[config.mk]
export PLATFORM = sky130hd
export DESIGN_NAME = vga_pattern_gen_flat
export DESIGN_NICKNAME = d
export VERILOG_FILES = /design/src/rtl/vga_pkg.sv /design/src/rtl/vga_pattern_gen_if.sv /design/src/rtl/vga_box_anim.sv /design/src/rtl/vga_pattern_gen.sv /design/src/flat_wrapper.sv
export SDC_FILE = /design/constraint.sdc
export NUM_CORES = 1
export LEC_CHECK = 0
export ABC_AREA = 1
export CAP_MARGIN = 0
export CORE_MARGIN = 2
export CORE_UTILIZATION = 28
export DETAILED_ROUTE_END_ITERATION = 16
export MAX_ROUTING_LAYER = met4
export PLACE_DENSITY_LB_ADDON = 0.12
export SYNTH_ARGS = -nofsm -noshare
export SYNTH_HDL_FRONTEND = slang
export SYNTH_SLANG_ARGS = --single-unit
[constraint.sdc]
create_clock -name pclk -period 2.2 [get_ports pclk]
set_input_delay 0.44 -clock pclk [delete_from_list [all_inputs] [get_ports pclk]]
set_output_delay 0.44 -clock pclk [all_outputs]
set_load 0.03 [all_outputs]
[src/rtl/vga_pkg.sv]
// Shared types and constants for the VGA test-pattern source.
// Latency: n/a (declarations only).
// Backpressure: n/a.
package vga_pkg;

    typedef logic [15:0] rgb565_t;

    typedef enum logic [2:0] {
        MODE_VBAR  = 3'd0,
        MODE_HBAR  = 3'd1,
        MODE_CHECK = 3'd2,
        MODE_GRAD  = 3'd3,
        MODE_BOX   = 3'd4,
        MODE_SOLID = 3'd5,
        MODE_RSV6  = 3'd6,
        MODE_RSV7  = 3'd7
    } mode_t;

    localparam rgb565_t RGB_WHITE   = 16'hFFFF;
    localparam rgb565_t RGB_YELLOW  = 16'hFFE0;
    localparam rgb565_t RGB_CYAN    = 16'h07FF;
    localparam rgb565_t RGB_GREEN   = 16'h07E0;
    localparam rgb565_t RGB_MAGENTA = 16'hF81F;
    localparam rgb565_t RGB_RED     = 16'hF800;
    localparam rgb565_t RGB_BLUE    = 16'h001F;
    localparam rgb565_t RGB_BLACK   = 16'h0000;

    // Eight-entry colour-bar palette, white first, black last.
    function automatic rgb565_t palette(input logic [2:0] idx);
        case (idx)
            3'd0:    palette = RGB_WHITE;
            3'd1:    palette = RGB_YELLOW;
            3'd2:    palette = RGB_CYAN;
            3'd3:    palette = RGB_GREEN;
            3'd4:    palette = RGB_MAGENTA;
            3'd5:    palette = RGB_RED;
            3'd6:    palette = RGB_BLUE;
            default: palette = RGB_BLACK;
        endcase
    endfunction

endpackage

[src/rtl/vga_pattern_gen_if.sv]
// Pixel-side bundle between timing generator, pattern source and output path.
// Latency: n/a (wiring only).
// Backpressure: none; the pixel stream is free-running.
interface vga_pattern_gen_if #(
    parameter int XW = 10,
    parameter int YW = 10
);
    import vga_pkg::*;

    logic          de;
    logic [XW-1:0] X;
    logic [YW-1:0] Y;
    logic [2:0]    mode_in;
    logic          mode_wr;
    rgb565_t       data_rgb;
    logic          data_de;
    logic [7:0]    frame_cnt;

    modport master (
        output de, X, Y, mode_in, mode_wr,
        input  data_rgb, data_de, frame_cnt
    );

    modport slave (
        input  de, X, Y, mode_in, mode_wr,
        output data_rgb, data_de, frame_cnt
    );
endinterface

[src/rtl/vga_box_anim.sv]
// Bouncing-box position state, one step per frame on each axis.
// Latency: new position visible the cycle after frame_end.
// Backpressure: none; frame_end is a single-cycle event.
module vga_box_anim #(
    parameter int H_ADDR   = 640,
    parameter int V_ADDR   = 480,
    parameter int XW       = 10,
    parameter int YW       = 10,
    parameter int BOX_SIZE = 64,
    parameter int BOX_STEP = 4
) (
    input  logic          pclk,
    input  logic          rst_n,
    input  logic          frame_end,
    output logic [XW-1:0] box_x,
    output logic [YW-1:0] box_y
);
    // One extra bit so position+step never wraps before the clamp compare.
    localparam logic [XW:0] MAXX   = (XW+1)'(H_ADDR - BOX_SIZE);
    localparam logic [YW:0] MAXY   = (YW+1)'(V_ADDR - BOX_SIZE);
    localparam logic [XW:0] STEP_X = (XW+1)'(BOX_STEP);
    localparam logic [YW:0] STEP_Y = (YW+1)'(BOX_STEP);

    logic        dir_x_pos;
    logic        dir_y_pos;
    logic [XW:0] next_x;
    logic [YW:0] next_y;

    assign next_x = {1'b0, box_x} + STEP_X;
    assign next_y = {1'b0, box_y} + STEP_Y;

    // Horizontal bounce: clamp to the edge and reverse on reaching either limit.
    always_ff @(posedge pclk) begin
        if (!rst_n) begin
            box_x     <= '0;
            dir_x_pos <= 1'b1;
        end else if (frame_end) begin
            if (dir_x_pos) begin
                if (next_x >= MAXX) begin
                    box_x     <= MAXX[XW-1:0];
                    dir_x_pos <= 1'b0;
                end else begin
                    box_x <= next_x[XW-1:0];
                end
            end else if ({1'b0, box_x} <= STEP_X) begin
                box_x     <= '0;
                dir_x_pos <= 1'b1;
            end else begin
                box_x <= box_x - STEP_X[XW-1:0];
            end
        end
    end

    // Vertical bounce, same rule against the bottom limit.
    always_ff @(posedge pclk) begin
        if (!rst_n) begin
            box_y     <= '0;
            dir_y_pos <= 1'b1;
        end else if (frame_end) begin
            if (dir_y_pos) begin
                if (next_y >= MAXY) begin
                    box_y     <= MAXY[YW-1:0];
                    dir_y_pos <= 1'b0;
                end else begin
                    box_y <= next_y[YW-1:0];
                end
            end else if ({1'b0, box_y} <= STEP_Y) begin
                box_y     <= '0;
                dir_y_pos <= 1'b1;
            end else begin
                box_y <= box_y - STEP_Y[YW-1:0];
            end
        end
    end

endmodule

[src/rtl/vga_pattern_gen.sv]
// Multi-mode RGB565 test-pattern source driven by de/X/Y from the timing generator.
// Latency: data_rgb/data_de registered, 1 pclk after de/X/Y.
// Backpressure: none; one pixel accepted and produced every pclk.
module vga_pattern_gen
    import vga_pkg::*;
#(
    parameter int H_ADDR   = 640,
    parameter int V_ADDR   = 480,
    parameter int XW       = 10,
    parameter int YW       = 10,
    parameter int BAR_NUM  = 8,
    parameter int CHK_LOG2 = 5,
    parameter int BOX_SIZE = 64,
    parameter int BOX_STEP = 4
) (
    input  logic               pclk,
    input  logic               rst_n,
    vga_pattern_gen_if.slave   bus
);
    localparam logic [XW-1:0] X_LAST   = XW'(H_ADDR - 1);
    localparam logic [YW-1:0] Y_LAST   = YW'(V_ADDR - 1);
    localparam logic [XW-1:0] COL_LAST = XW'(H_ADDR / BAR_NUM - 1);
    localparam logic [YW-1:0] ROW_LAST = YW'(V_ADDR / BAR_NUM - 1);
    localparam logic [XW:0]   BOX_W    = (XW+1)'(BOX_SIZE);
    localparam logic [YW:0]   BOX_H    = (YW+1)'(BOX_SIZE);

    mode_t         pending_mode;
    mode_t         active_mode;
    logic [7:0]    frame_cnt;
    logic          frame_end;
    logic          line_start;
    logic          line_last;
    logic          top_row;
    logic [XW-1:0] col_cnt, col_cur;
    logic [2:0]    bar_idx, bar_cur;
    logic [YW-1:0] row_cnt, row_cur;
    logic [2:0]    row_idx, row_bar;
    logic [XW-1:0] box_x;
    logic [YW-1:0] box_y;
    logic          in_box;
    rgb565_t       pix;

    assign frame_end  = bus.de && (bus.X == X_LAST) && (bus.Y == Y_LAST);
    assign line_start = bus.de && (bus.X == '0);
    assign line_last  = bus.de && (bus.X == X_LAST);
    assign top_row    = (bus.Y == '0);

    // Counters are forced to zero on the first pixel of a line / first line of a
    // frame, so a mid-frame reset or skipped pixels self-heal at the next boundary.
    assign col_cur = line_start ? '0 : col_cnt;
    assign bar_cur = line_start ? '0 : bar_idx;
    assign row_cur = top_row ? '0 : row_cnt;
    assign row_bar = top_row ? '0 : row_idx;

    vga_box_anim #(
        .H_ADDR  (H_ADDR),
        .V_ADDR  (V_ADDR),
        .XW      (XW),
        .YW      (YW),
        .BOX_SIZE(BOX_SIZE),
        .BOX_STEP(BOX_STEP)
    ) u_box (
        .pclk     (pclk),
        .rst_n    (rst_n),
        .frame_end(frame_end),
        .box_x    (box_x),
        .box_y    (box_y)
    );

    assign in_box = (bus.X >= box_x) && ({1'b0, bus.X} < ({1'b0, box_x} + BOX_W)) &&
                    (bus.Y >= box_y) && ({1'b0, bus.Y} < ({1'b0, box_y} + BOX_H));

    // Mode shadow: writes land in pending; active follows only at frame_end,
    // taking mode_in directly when the write coincides with frame_end.
    always_ff @(posedge pclk) begin
        if (!rst_n) begin
            pending_mode <= MODE_VBAR;
            active_mode  <= MODE_VBAR;
            frame_cnt    <= '0;
        end else begin
            if (bus.mode_wr) pending_mode <= mode_t'(bus.mode_in);
            if (frame_end) begin
                active_mode <= bus.mode_wr ? mode_t'(bus.mode_in) : pending_mode;
                frame_cnt   <= frame_cnt + 8'd1;
            end
        end
    end

    // Vertical-bar tracking: column within the bar and bar index, stepped per active pixel.
    always_ff @(posedge pclk) begin
        if (!rst_n) begin
            col_cnt <= '0;
            bar_idx <= '0;
        end else if (bus.de) begin
            if (col_cur == COL_LAST) begin
                col_cnt <= '0;
                bar_idx <= bar_cur + 3'd1;
            end else begin
                col_cnt <= col_cur + XW'(1);
                bar_idx <= bar_cur;
            end
        end
    end

    // Horizontal-bar tracking: line within the band and band index, stepped per line.
    always_ff @(posedge pclk) begin
        if (!rst_n) begin
            row_cnt <= '0;
            row_idx <= '0;
        end else if (line_last) begin
            if (row_cur == ROW_LAST) begin
                row_cnt <= '0;
                row_idx <= row_bar + 3'd1;
            end else begin
                row_cnt <= row_cur + YW'(1);
                row_idx <= row_bar;
            end
        end
    end

    // Pattern mux for the pixel currently presented on X/Y.
    always_comb begin
        pix = RGB_BLACK;
        case (active_mode)
            MODE_VBAR:  pix = palette(bar_cur);
            MODE_HBAR:  pix = palette(row_bar);
            MODE_CHECK: pix = (bus.X[CHK_LOG2] ^ bus.Y[CHK_LOG2]) ? RGB_WHITE : RGB_BLACK;
            MODE_GRAD:  pix = {bus.X[XW-1-:5], bus.Y[YW-1-:6], frame_cnt[7:3]};
            MODE_BOX:   pix = in_box ? RGB_WHITE : RGB_BLUE;
            MODE_SOLID: pix = palette(frame_cnt[7:5]);
            default:    pix = RGB_BLACK;
        endcase
    end

    // Output register; blanking forces black.
    always_ff @(posedge pclk) begin
        if (!rst_n) begin
            bus.data_rgb <= '0;
            bus.data_de  <= 1'b0;
        end else begin
            bus.data_rgb <= bus.de ? pix : RGB_BLACK;
            bus.data_de  <= bus.de;
        end
    end

    assign bus.frame_cnt = frame_cnt;

endmodule

[src/flat_wrapper.sv]
// flat-port wrapper written by rule: the top's interface ports become plain ports
module vga_pattern_gen_flat import vga_pkg::*;
#(
    parameter int H_ADDR   = 640,
    parameter int V_ADDR   = 480,
    parameter int XW       = 10,
    parameter int YW       = 10,
    parameter int BAR_NUM  = 8,
    parameter int CHK_LOG2 = 5,
    parameter int BOX_SIZE = 64,
    parameter int BOX_STEP = 4
)
  (pclk, rst_n, bus_de, bus_X, bus_Y, bus_mode_in, bus_mode_wr, bus_data_rgb, bus_data_de, bus_frame_cnt);
  vga_pattern_gen_if #(.XW(XW), .YW(YW)) bus_i ();
  input  logic pclk;
  input  logic rst_n;
  input wire logic [$bits(bus_i.de)-1:0] bus_de;
  input wire logic [$bits(bus_i.X)-1:0] bus_X;
  input wire logic [$bits(bus_i.Y)-1:0] bus_Y;
  input wire logic [$bits(bus_i.mode_in)-1:0] bus_mode_in;
  input wire logic [$bits(bus_i.mode_wr)-1:0] bus_mode_wr;
  output wire logic [$bits(bus_i.data_rgb)-1:0] bus_data_rgb;
  output wire logic [$bits(bus_i.data_de)-1:0] bus_data_de;
  output wire logic [$bits(bus_i.frame_cnt)-1:0] bus_frame_cnt;
  assign bus_i.de = bus_de;
  assign bus_i.X = bus_X;
  assign bus_i.Y = bus_Y;
  assign bus_i.mode_in = bus_mode_in;
  assign bus_i.mode_wr = bus_mode_wr;
  assign bus_data_rgb = bus_i.data_rgb;
  assign bus_data_de = bus_i.data_de;
  assign bus_frame_cnt = bus_i.frame_cnt;
  vga_pattern_gen #(.H_ADDR(H_ADDR), .V_ADDR(V_ADDR), .XW(XW), .YW(YW), .BAR_NUM(BAR_NUM), .CHK_LOG2(CHK_LOG2), .BOX_SIZE(BOX_SIZE), .BOX_STEP(BOX_STEP)) u_core (.pclk(pclk), .rst_n(rst_n), .bus(bus_i));
endmodule
Word-level counts from Yosys, hierarchy flattened. Cells that the tools add are included. W data, S select, Z words.

Bits in registers: 79. Logic and storage cells: 100. Input bits: 27. Output and inout port bits: 25.

Mux-type cells: 27. Magnitude comparators: 8. Reductions and logical operators: 13. Equal/unequal tests: 27. $add $sub $neg: 11. Bitwise operators: 1.

Operators by type and width (number): $pmux W16 S7 (3); $mux W10 (10); $pmux W16 S6 (1); $eq A3 B3 Y1 const B (11); $mux W16 (2); $eq A3 B2 Y1 const B (8); $add A10 B3 Y11 const B (2); $add A10 B7 Y11 const B (2); $lt A10 B11 Y1 (2); $add A10 B1 Y10 const B (2); $ge A10 B10 Y1 (2); $le A10 B3 Y1 const B (2); $logic_not A10 Y1 (2); $sub A10 B3 Y10 const B (2); $mux W3 (5); $eq A3 B1 Y1 const B (4); $logic_not A3 Y1 (4); $ge A11 B10 Y1 const B (1); $ge A11 B9 Y1 const B (1); $eq A10 B10 Y1 const B (1); $eq A10 B6 Y1 const B (1); $eq A10 B7 Y1 const B (1); $eq A10 B9 Y1 const B (1); $add A8 B1 Y8 const B (1); 5 further kinds (16).

Logic depth before layout (Yosys ltp). Gate-level depths: netlist of run 1.

Depth after elaboration: 7. Depth in mapped cells: 15. Depth with buffers taken out: 14.

Hierarchy. A second synthesis of run 1 with hierarchy kept.

Cells, all modules: 868. Area total of the unflattened synthesis: 5675.4 um^2.

By module, submodules not included: vga_pattern_gen (instances 1, area an instance 4037.6 um^2, cells each 623, sequential area each 1141.1 um^2); vga_box_anim (instances 1, area an instance 1637.8 um^2, cells each 245, sequential area each 360.3 um^2).

Worst setup path after synthesis of run 1. OpenSTA, ideal clock, no wires.

Path kind: input-to-reg. Start point: input bus_de. End point: register u_core.bar_idx[2]. Data arrival time: 1.992 ns. Stages: 14. Setup time: 0.113 ns. Required time: 2.087 ns. Path slack: 0.095 ns. Buffers on the path: 3. Cells stage by stage: buf_6 nand2_4 nor2_2 nand2_2 buf_6 buf_6 inv_1 nor2_1 ha_1 inv_1 nor2_2 nand4_1 nor2_1 nor2_1.

Word-level cells in the longest chain between the ends: 4. Elaborated cells on any way between the ends: 6. Classes of those cells: add/sub (1); eq/ne (1); mux (3); reduce/logical (1).

Ends and longest elaborated chain: start, declared (line flat_wrapper.sv:17) `input wire logic [$bits(bus_i.de)-1:0] bus_de;`; $logic_and A1 B1 Y1 (line vga_pattern_gen.sv:44) `assign line_start = bus.de && (bus.X == '0);`; $mux W3 / $mux W10 (equally long branches) (line vga_pattern_gen.sv:51, vga_pattern_gen.sv:50); $add A3 B1 Y3 / $eq A10 B7 Y1 (equally long branches) (line vga_pattern_gen.sv:97, vga_pattern_gen.sv:95); $mux W3 (line vga_pattern_gen.sv:95) `if (col_cur == COL_LAST) begin`; end signal, assigned (line vga_pattern_gen.sv:97) `bar_idx <= bar_cur + 3'd1;`; end signal, assigned (line vga_pattern_gen.sv:100) `bar_idx <= bar_cur;`; end, declared (line vga_pattern_gen.sv:35) `logic [2:0] bar_idx, bar_cur;`.

Parallel ways exist; a longest one is shown, timed or not. A chain may end at the register's enable or synchronous reset.

Final worst setup path of run 1.
Start point: input bus_Y[0]. End point: register u_core.row_cnt[2].

Word-level cells in the longest chain between the ends: 4. Elaborated cells on any way between the ends: 5. Classes of those cells: add/sub (1); eq/ne (1); mux (2); reduce/logical (1).

Ends and longest elaborated chain: start, declared (line flat_wrapper.sv:19) `input wire logic [$bits(bus_i.Y)-1:0] bus_Y;`; $logic_not A10 Y1 (*) (line vga_pattern_gen.sv:46) `assign top_row = (bus.Y == '0);`; $mux W10 (*) (line vga_pattern_gen.sv:52) `assign row_cur = top_row ? '0 : row_cnt;`; $add A10 B1 Y10 / $eq A10 B6 Y1 (equally long branches) (line vga_pattern_gen.sv:115, vga_pattern_gen.sv:111); $mux W10 (*) (line vga_pattern_gen.sv:111) `if (row_cur == ROW_LAST) begin`; end signal, assigned (line vga_pattern_gen.sv:115) `row_cnt <= row_cur + YW'(1);`; end, declared (line vga_pattern_gen.sv:36) `logic [YW-1:0] row_cnt, row_cur;`.

Mark *: on every way between the ends. The rest lies on a longest branch, timed or not.

==> metrics.md, run 1 <==
| Metric | Value |
|---|---|
| Status | `completed` |
| Crit. End Element | `flip-flop` |
| Post-route clock period utilization | `0.929` |
| Power per cell area | `between 400 and 500 mW/mm^2` |
| Vias | `5,519` |
| Critical R2R Capture | `u_core.bus.data_rgb[11]` |
| Switch share | `0.279` |
| P&R area growth vs syn | `34.4%` |
| Avg Cell Area, Syn | `~6.7 um^2` |
| Width of the die | `144 um` |
| Sequential fraction of the synthesis area | `0.275` |
| Hold Path Depth | `2` |
| Final wirelength | `about 16,000 um` |
| Combinational power share | `0.114` |
| Root buffer cell | `clkbuf_16` |
| First drt pass iteration count | `5` |
| N_diodes | `0` |
| Hold worst-path end | `u_core.row_cnt[9]` |
| Post-synthesis net count | `884` |
| Worst R2R Setup Slack | `0.19 ns` |
| Layout Nets | `1,014` |
| P_int | `2.35 mW` |
| Most frequent cells in the layout | `nand2_1 (182), inv_1 (103), buf_4 (88)` |
| Synth area leader | `dfxtp_1` |
| GPL Wtd Cong | `0.814` |
| Total grt overflow | `0` |
| # IOs | `52` |
| Hold buffers post-CTS | `0` |
| Clock power share | `0.461` |
| Clock Latency Late Sink | `between 0.3 and 0.4 ns` |
| Final ANT Viol Nets | `0` |
| Unrepaired setup endpoints after global routing | `yes` |
| Clock transition at path regs | `~0.070 ns` |
| Core area | `between 0.015 and 0.02 mm^2` |
| Global-route wire length before repair | `26,400 um` |
| Worst r2r src | `u_core.u_box.box_y[6]` |
| HP Start | `u_core.row_cnt[9]` |
| Asr flop ratio synth | `0` |
| WS Path Type | `in2reg` |
| Total power | `3.25 mW` |
| Worst slew margin | `0.643` |
| Vias per cell | `~4.5` |
| Synthesized flop and latch total | `75` |
| Sequential Power Share | `0.425` |
| Ys flop type | `dfxtp_1` |
| TritonCTS clock tree | `done` |
| Port Buffers | `51` |
| Crit path max-delay family | `simple AND/OR/NAND/NOR gates` |
| CP peak stage delay | `0.43 ns` |
| CP arrival | `2.33 ns` |
| Clock period minus worst slack | `2.04 ns` |
| LEAKAGE | `3.23 nW` |
| Most common cell after layout, fill and taps aside | `nand2_1` |
| Ys Warns | `0` |
| HP Class | `reg2reg` |
| Worst setup SP type | `input port` |
| Vias in the first global route | `5,060` |
| Yosys top cell area share | `0.275` |
| Die Y-Extent | `144 um` |
| Max-slew violations | `0` |
| MaxCap Viol Count | `0` |
| Crit path cell chain | `clkdlybuf4s50_1, nor2_2, inv_1, nor2_1, nand2_1, nand2_1, inv_1, ha_1, nand4_1, nor2_2, buf_4, a21oi_4, nand3_1, a21oi_2` |
| Most area-consuming cells after synthesis | `dfxtp_1 (27%), nand2_1 (13%), ha_1 (8.9%)` |
| HPWL after detailed placement | `12,900 um` |
| # DRC | `0` |
| Num CTS Buffers | `9` |
| Cell variety after synth | `44` |
| CTS H-Tree Depth | `3` |
| Initial antenna violation count | `0` |
| Setup ws final | `0.157 ns` |
| Slowest cell on crit path | `clkdlybuf4s50_1` |
| Maximum vdd drop | `0.328 mV` |
| Starting Density | `0.283` |
| Post-synth EDFFs | `0` |
| Final hold vios | `0` |
| Clock sink count | `75` |
| Rows | `51` |
| DP Worst Slack | `-0.359 ns` |
| Worst Path Required | `2.49 ns` |
| P_sw | `0.906 mW` |
| Die footprint | `0.0206 mm^2` |
| Post-Route Setup TNS | `0 ns` |
| Reg2Reg Depth | `14` |
| GRT Total Usage | `0.169` |
| Worst-path fanout max | `6` |
| Layout cell share with drive strength beyond 1 | `0.207` |
| Worst Clk Skew | `0.00927 ns` |
| Starting DRT DRC Count | `335` |
| DR WL/cell | `13.4 um` |
| Largest net degree at the start of global routing | `21` |
| Worst-margin pin slew | `~0.53 ns` |
| # setup viols final | `0` |
| FMAX | `between 400 and 500 MHz` |
| Clock Tree Buf Depth | `2` |
| Mapped Area | `0.00546 mm^2` |
| Synth Instances | `~820` |
| WP buf/inv | `4` |
[worst max path at each step]
stage | from | cells past startpoint | to | slack (ns)
floorplan | bus_de | 14 | u_core.bar_idx[2] | 0.09
global placement | bus_Y[3] | 13 | u_core.row_cnt[2] | -0.32
detailed placement | bus_Y[3] | 13 | u_core.row_cnt[2] | -0.36
CTS | bus_Y[3] | 13 | u_core.row_cnt[2] | 0.02
global route | bus_Y[2] | 13 | u_core.row_cnt[2] | -0.009
finish | bus_Y[0] | 14 | u_core.row_cnt[2] | 0.16
[kinds of logic (layout without fill, tap and decap cells)]
kind of cell,count (synthesis),count (layout),synth area share
buf+inv,139,274,0.104
simple gates,413,413,0.360
fa+ha+maj,39,39,0.0893
mux,3,3,0.00550
flops,75,75,0.275
xor+xnor,19,19,0.0305
compound gates,130,130,0.136
[state kept, by name, summed over array words and instances (netlist names), 8 cells and up]
signal,count
u_core.bus.frame_cnt,8
u_core.bus.data_rgb,16
u_core.row_cnt,10
u_core.col_cnt,10
u_core.u_box.box_y,8
u_core.u_box.box_x,8
[through the flow]
step,hold WS (ns),std cells,util,instance area [um^2]
4_1_cts,0.466,1217,0.371,7170
3_5_place_dp,0.456,1201,0.356,6880
3_3_place_gp,0.460,1201,0.356,6880
6_report,0.463,1218,0.380,7340
5_1_grt,0.501,1218,0.380,7340
2_1_floorplan,0.445,818,-,5460
[cell type report]
type                            count  area (um^2)
Fill cell                        2122        12000
Multi-Input combinational cell    604         3520
Sequential cell                    75         1520
Timing Repair Buffer              142         1240
Inverter                          116          440
Tap cell                          265          332
Clock buffer                        9          225
Clock inverter                      7         67.6
[synthesized netlist by cell type, drive strengths merged, types with 11 or more instances]
cell type	count
nor2	90
nor3	16
nand3	80
inv	115
buf	12
o21ai	31
ha	39
nand2	192
dfxtp	75
a21oi	75
clkbuf	11
xor2	17
nand4	22
[repair_timing]
item / CTS / global route
buffers inserted: 0 / 1
resized for setup: 0 / 49
endpoints found under the setup margin: 0 / 32
[worst reg2reg max path, cell delays in order (launching register included)]
cell and delay, ns:
dfxtp_4 0.37, inv_4 0.05, nor3_4 0.19, xor2_1 0.18, ha_1 0.26, nand4_1 0.13, inv_1 0.05, nand2_1 0.06
nand2_1 0.06, nor2_2 0.11, nand4_1 0.14, buf_4 0.19, nand3_1 0.06, nand2_1 0.05, inv_1 0.06
[power groups by stage]
stage / Clock, mW / Combinational (mW) / Sequential (mW)
floorplan: 0 / 0.133 / 1.45
global placement: 0 / 0.364 / 1.42
detailed placement: 0 / 0.363 / 1.42
CTS: 1.56 / 0.364 / 1.39
global route: 1.59 / 0.409 / 1.39
finish: 1.50 / 0.370 / 1.38
[per-layer routing]
| layer | wire length, um | GRT usage | vias to the layer above | part of all wire |
|---|---|---|---|---|
| met4 | 274 | 0.0583 | 0 | 0.017 |
| met3 | 642 | 0.0267 | 16 | 0.039 |
| met2 | 6770 | 0.243 | 102 | 0.42 |
| met1 | 8590 | 0.239 | 2454 | 0.53 |
| met5 | 0 | - | - | 0 |
| li1 | - | - | 2947 | - |
Power figures use the tool's default switching activity.
==> run 2: changes to the inputs <==
--- a/config.mk
+++ b/config.mk
@@ -5,7 +5,6 @@
 export SDC_FILE = /design/constraint.sdc
 export NUM_CORES = 1
 export LEC_CHECK = 0
-export ABC_AREA = 1
 export CAP_MARGIN = 0
 export CORE_MARGIN = 2
 export CORE_UTILIZATION = 28
==> run 2 against run 1 <==
Effect of this change:
- sequential power is essentially flat
- via count shrank 7.4%
- first-iteration DRC count down 26%
- global-route usage is 0.93 points higher
- utilization increased by 1.8 points
- final area is 6.7% lower
- area after synthesis shrank 9.9%
- flip-flop and latch count is the same
- power is 3.6% higher
- clock skew fell by 0.0011 ns
- register-to-register slack got worse by 0.07 ns
- critical path type unchanged
- highest routed layer unchanged
==> metrics.md, run 2 <==
| Metric | Value |
|---|---|
| Core area | `0.0172 mm^2` |
| FMAX | `474 MHz` |
| Worst slew margin | `0.692` |
| Worst Path Required | `between 2 and 2.5 ns` |
| Most frequent cells in the layout | `buf_4 (99), dfxtp_1 (71), nand2_1 (62)` |
| # setup viols final | `0` |
| Setup ws final | `0.0907 ns` |
| TritonCTS clock tree | `done` |
| Clock period minus worst slack | `2.11 ns` |
| WP buf/inv | `2` |
| Largest Register | `u_core.bus.data_rgb` |
| Sequential fraction of the synthesis area | `0.305` |
| Layout fillers | `1,755` |
| Biggest regs | `u_core.bus.data_rgb (16), u_core.col_cnt (10), u_core.row_cnt (10)` |
| GRT Total Usage | `0.178` |
| Worst setup SP type | `input port` |
| Crit. End Element | `flip-flop` |
| Clock sink count | `75` |
| Layout Utilization | `0.397` |
| Global-route wire length before repair | `25,300 um` |
| Avg Cell Area, Syn | `about 8 um^2` |
| Power per cell area | `slightly below 500 mW/mm^2` |
| Ys Warns | `0` |
| Maximum vdd drop | `0.347 mV` |
| Unrepaired setup endpoints after global routing | `yes` |
| Largest net degree at the start of global routing | `36` |
| Worst R2R Setup Slack | `0.12 ns` |
| Post-Route Setup TNS | `0 ns` |
| HPWL after detailed placement | `between 10,000 and 15,000 um` |
| N_diodes | `0` |
| Width of the die | `between 100 and 150 um` |
| Worst-margin pin slew | `0.462 ns` |
| LEAKAGE | `2.74 nW` |
| Vias per cell | `between 5 and 6` |
| CP arrival | `2.39 ns` |
| Layout Nets | `826` |
| Most area-consuming cells after synthesis | `dfxtp_1 (31%), ha_1 (9.9%), a21oi_1 (5.3%)` |
| FF/Latch Area | `0.00151 mm^2` |
| Synth cell count leaders | `dfxtp_1 (75), nand2_1 (63), a21oi_1 (52)` |
| Crit path max-delay family | `simple AND/OR/NAND/NOR gates` |
| Initial antenna violation count | `0` |
| Worst hold margin | `between 0.4 and 0.5 ns` |
| Final hold vios | `0` |
| P&R area growth vs syn | `39.2%` |
| Clock transition at path regs | `0.06 ns` |
| Final ANT Viol Nets | `0` |
| Synth Instances | `629` |
| Clock Tree Buf Depth | `2` |
| Crit path cell chain | `dlygate4sd2_1, nor4_4, nand3_2, and2_4, ha_4, nand4_1, buf_4, nor4_2, nand2_1, nand2_1, or3_1, a21oi_1` |
| Asr flop ratio synth | `0` |
| Post-route clock period utilization | `0.959` |
| Most common cell in the synthesized netlist | `dfxtp_1` |
| Port Buffers | `51` |
| Most common cell after layout, fill and taps aside | `buf_4` |
| Hold buffers post-CTS | `0` |
| Starting Density | `0.285` |
| Synth area leader | `dfxtp_1` |
| Ys flop type | `dfxtp_1` |
| Final wirelength | `15,500 um` |
| DP Worst Slack | `-0.664 ns` |
| Die footprint | `0.0187 mm^2` |
| CTS H-Tree Depth | `3` |
| Starting DRT DRC Count | `between 200 and 250` |
| Num CTS Buffers | `9` |
| DR WL/cell | `15.6 um` |
| Post-synth EDFFs | `0` |
| Cell mode on critical path | `nand2_1` |
| Slowest cell on crit path | `or3_1` |
| GPL Wtd Cong | `roughly 0.89` |
| CP peak stage delay | `0.30 ns` |
| Synthesized flop and latch total | `75` |
| # IOs | `52` |
| Layout cell share with drive strength beyond 1 | `0.241` |
| Worst-path fanout max | `3` |
| Total grt overflow | `0` |
| Area of the multi-input gates | `0.00341 mm^2` |
| Max reg flops | `16` |
| Vias in the first global route | `4,865` |
| Cell variety after synth | `70` |
| Die Y-Extent | `around 140 um` |
| Clock Latency Late Sink | `0.35 ns` |
| Yosys top cell area share | `0.305` |
| Rows | `48` |
| WS Path Type | `in2reg` |
| Vias | `5,112` |
| Root buffer cell | `clkbuf_16` |
| Max-slew violations | `0` |
| HP Class | `reg2reg` |
| First drt pass iteration count | `4` |
| Post-synthesis net count | `695` |
| Status | `completed` |
| # DRC | `0` |
| Worst Clk Skew | `0.00816 ns` |
| MaxCap Viol Count | `0` |
| Mapped Area | `0.00492 mm^2` |
## run 2: area by class of cell
| cell class | instances | area share |
|---|---|---|
| inverter | 27 | 0.0148 |
| clock inverter | 5 | 0.0124 |
| clock buffer | 11 | 0.0340 |
| timing repair buffer | 152 | 0.180 |
| multi-input combinational | 495 | 0.498 |
| sequential | 75 | 0.220 |
| tap | 225 | 0.0411 |
## run 2: power breakdown
group | total, mW | switching [mW] | internal (mW)
clock network | 1.63 | 0.625 | 1.00
logic | 0.352 | 0.197 | 0.155
registers | 1.39 | 0.00984 | 1.38
total | 3.37 | 0.831 | 2.54
## run 2: worst min-delay path, delay by kind of cell, from the launching register on
family,cells,cell delay [ns]
DFF,1,0.32
and+or+nand+nor,1,0.05
AOI/OAI and AO/OA,1,0.05
## run 2: per-stage QoR
step           total power [mW]  cell area (um^2)  std cells
3_5_place_dp               1.78              6340        963
4_1_cts                    3.42              6770        988
5_1_grt                    3.50              6850        990
2_1_floorplan              1.58              5030        629
3_3_place_gp               1.77              6340        963
6_report                   3.37              6850        990
## run 2: cells by family (layout without fill, tap and decap cells)
| kind of cell | count (synthesis) | after routing | synth area share |
|---|---|---|---|
| adders and majority gates | 39 | 39 | 0.0992 |
| DFF | 75 | 75 | 0.305 |
| and+or+nand+nor | 260 | 260 | 0.277 |
| buffers and inverters | 59 | 195 | 0.0511 |
| muxes | 4 | 4 | 0.00839 |
| AOI/OAI and AO/OA | 177 | 177 | 0.233 |
| xor gates and xnor gates | 15 | 15 | 0.0267 |
## run 2: routing by layer
layer  global-route usage  up-vias  routed length (um)  part of all wire
li1                     -     2590                   -                 -
met1                0.234     2425                7360              0.48
met2                0.279       82                7430              0.48
met3               0.0315       15                 481             0.031
met4               0.0538        0                 192             0.012
met5                    -        -                   0                 0
## run 2: what timing repair did
item,4_1_cts,5_1_grt
pin swaps,16,13
endpoints found under the setup margin,49,27
gates resized for setup,48,36
buffers inserted,9,2
gates cloned,0,0
## run 2: worst paths after layout
| path | from | end | cells past startpoint |
|---|---|---|---|
| worst max-delay path | bus_Y[0] | u_core.row_cnt[9] | 12 |
| worst min-delay path | u_core.row_cnt[0] | u_core.row_cnt[0] | 2 |
| worst max register to register | u_core.u_box.box_x[7] | u_core.bus.data_rgb[10] | 8 |
| worst min register to register | u_core.row_cnt[0] | u_core.row_cnt[0] | 2 |
==> run 3: changes to the inputs <==
--- a/config.mk
+++ b/config.mk
@@ -6,7 +6,7 @@
 export NUM_CORES = 1
 export LEC_CHECK = 0
 export CAP_MARGIN = 0
-export CORE_MARGIN = 2
+export CORE_MARGIN = 8
 export CORE_UTILIZATION = 28
 export DETAILED_ROUTE_END_ITERATION = 16
 export MAX_ROUTING_LAYER = met4
==> run 3 against run 2 <==
Effect of this change:
- utilization rose by 0.073 points
- clock skew is 0.0024 ns lower
- final cell count is 0.10% lower
- critical endpoint is now u_core.bar_idx[2]
- register-to-register slack is essentially flat
- combinational power is essentially flat
- global-route usage shrank 2.9 points
- critical path type unchanged
- critical path depth is 1 lower
- flip-flop and latch count is the same
- non-clock buffer count fell by 1
==> metrics.md, run 3 (synthesized netlist as in run 2, its figures left out) <==
| Metric | Value |
|---|---|
| Unrepaired setup endpoints after global routing | `yes` |
| Starting DRT DRC Count | `296` |
| Final wirelength | `16,000 um` |
| Crit. End Element | `flip-flop` |
| Vias per cell | `5.19` |
| Reg2Reg Depth | `8` |
| Worst slew margin | `0.733` |
| Largest Register | `u_core.bus.data_rgb` |
| Status | `completed` |
| Worst Clk Skew | `0.00580 ns` |
| Clock Latency Late Sink | `0.34 ns` |
| Die Y-Extent | `149 um` |
| Die footprint | `0.0221 mm^2` |
| Worst-path fanout max | `5` |
| Core area | `0.0172 mm^2` |
| Maximum vdd drop | `0.359 mV` |
| Most frequent cells in the layout | `buf_4 (97), dfxtp_1 (72), nand2_1 (63)` |
| Port Buffers | `51` |
| Crit path cell chain | `dlygate4sd2_1, nor2_2, and4_1, nor2_1, ha_4, and3_4, nand4_1, nor2_2, nand3_1, xnor2_1, nor2_1` |
| HPWL after detailed placement | `approximately 12,000 um` |
| Layout cell share with drive strength beyond 1 | `0.243` |
| WS Path Type | `in2reg` |
| DR WL/cell | `16.2 um` |
| GPL Wtd Cong | `0.930` |
| Max-slew violations | `0` |
| Clock transition at path regs | `0.06 ns` |
| Biggest regs | `u_core.bus.data_rgb (16), u_core.col_cnt (10), u_core.row_cnt (10)` |
| Clock period minus worst slack | `2.16 ns` |
| Worst hold margin | `0.464 ns` |
| MaxCap Viol Count | `0` |
| Max reg flops | `16` |
| Num CTS Buffers | `9` |
| Power per cell area | `479 mW/mm^2` |
| Worst setup SP type | `input port` |
| First drt pass iteration count | `4` |
| Hold Path Depth | `2` |
| Largest net degree at the start of global routing | `25` |
| FMAX | `roughly 460 MHz` |
| Hold buffers post-CTS | `0` |
| Rows | `48` |
| Total grt overflow | `0` |
| LEAKAGE | `2.76 nW` |
| P&R area growth vs syn | `39.4%` |
| GRT Total Usage | `0.150` |
| Global-route wire length before repair | `25,700 um` |
| Final hold vios | `0` |
| # IOs | `between 50 and 60` |
| Initial antenna violation count | `0` |
| Worst-margin pin slew | `0.399 ns` |
| N_diodes | `0` |
| Layout Nets | `825` |
| Vias in the first global route | `4,961` |
| Most common cell after layout, fill and taps aside | `buf_4` |
| Clock Tree Buf Depth | `2` |
| TritonCTS clock tree | `done` |
| CP arrival | `2.39 ns` |
| Final ANT Viol Nets | `0` |
| CP peak stage delay | `0.35 ns` |
| Width of the die | `149 um` |
| Vias | `slightly above 5,000` |
| Finished Cell Area | `0.00686 mm^2` |
| # DRC | `0` |
| Clock sink count | `75` |
| Slowest cell on crit path | `dlygate4sd2_1` |
| Post-route clock period utilization | `0.980` |
| Placement Cell Area | `0.00636 mm^2` |
| Starting Density | `0.285` |
| CTS H-Tree Depth | `3` |
| HP Class | `reg2reg` |
| Root buffer cell | `clkbuf_16` |
| Worst Path Required | `2.43 ns` |
| # setup viols final | `0` |
run 3: cell count changes in the layout (fill, tap and decap cells not counted), sizes merged:
cell           before  now
clkinvlp            1    2
clkdlybuf4s15       4    2
dlygate4sd2        10    6
bufinv              2    1
bufbuf              0    1
clkbuf             14   22
buf               105  100
clkinv              1    2
run 3: cell type report:
| cell class | instances | area (um^2) |
|---|---|---|
| inverters | 27 | 101 |
| well taps | 225 | 282 |
| clock inverters | 6 | 73.8 |
| clock buffers | 10 | 239 |
| flip-flops and latches | 75 | 1510 |
| multi-input cells | 495 | 3410 |
| fillers | 1736 | 10400 |
| repair buffers | 151 | 1250 |
run 3: critical path: cells and delay by family:
family	cells	cell delay, ns
XOR/XNOR	1	0.15
adder cells (fa/ha/maj)	1	0.17
buffers and inverters	1	0.35
AND/OR/NAND/NOR	8	1.30
run 3: where the power goes:
| part | internal (mW) | switching, mW | leakage [nW] |
|---|---|---|---|
| Combinational | 0.156 | 0.198 | 2.00 |
| Sequential | 1.38 | 0.00958 | 0.611 |
| Clock | 0.921 | 0.619 | 0.147 |
| Total | 2.46 | 0.826 | 2.76 |
run 3: layer usage:
metal	global-route usage	routed length [um]
met1	0.182	7470
met5	-	0
met4	0.0408	197
met3	0.0301	558
met2	0.247	7800
run 3: path summary, 6_finish.rpt:
kind / start / end / slack [ns]
min reg2reg: u_core.row_cnt[1] / u_core.row_cnt[1] / 0.46
max: bus_X[7] / u_core.bar_idx[2] / 0.04
min: u_core.row_cnt[1] / u_core.row_cnt[1] / 0.46
max reg2reg: u_core.u_box.box_x[2] / u_core.u_box.box_x[5] / 0.12
run 3: through the flow:
stage / utilization / power [mW] / cells / setup WS, ns / setup TNS [ns]
6_report: 0.398 / 3.29 / 989 / 0.0444 / 0
4_1_cts: 0.394 / 3.33 / 988 / 0.00111 / 0
3_5_place_dp: 0.369 / 1.78 / 963 / -0.670 / -28.07
5_1_grt: 0.398 / 3.44 / 989 / -0.0321 / -0.0882
2_1_floorplan: - / 1.58 / 629 / -0.127 / -0.338
3_3_place_gp: 0.369 / 1.78 / 963 / -0.623 / -27.86
run 3: timing repair:
action                     CTS  global route
gates cloned                 1             0
setup buffers                8             1
setup endpoints to repair   45            25
pin swaps                   17            15
resized for setup           36            47
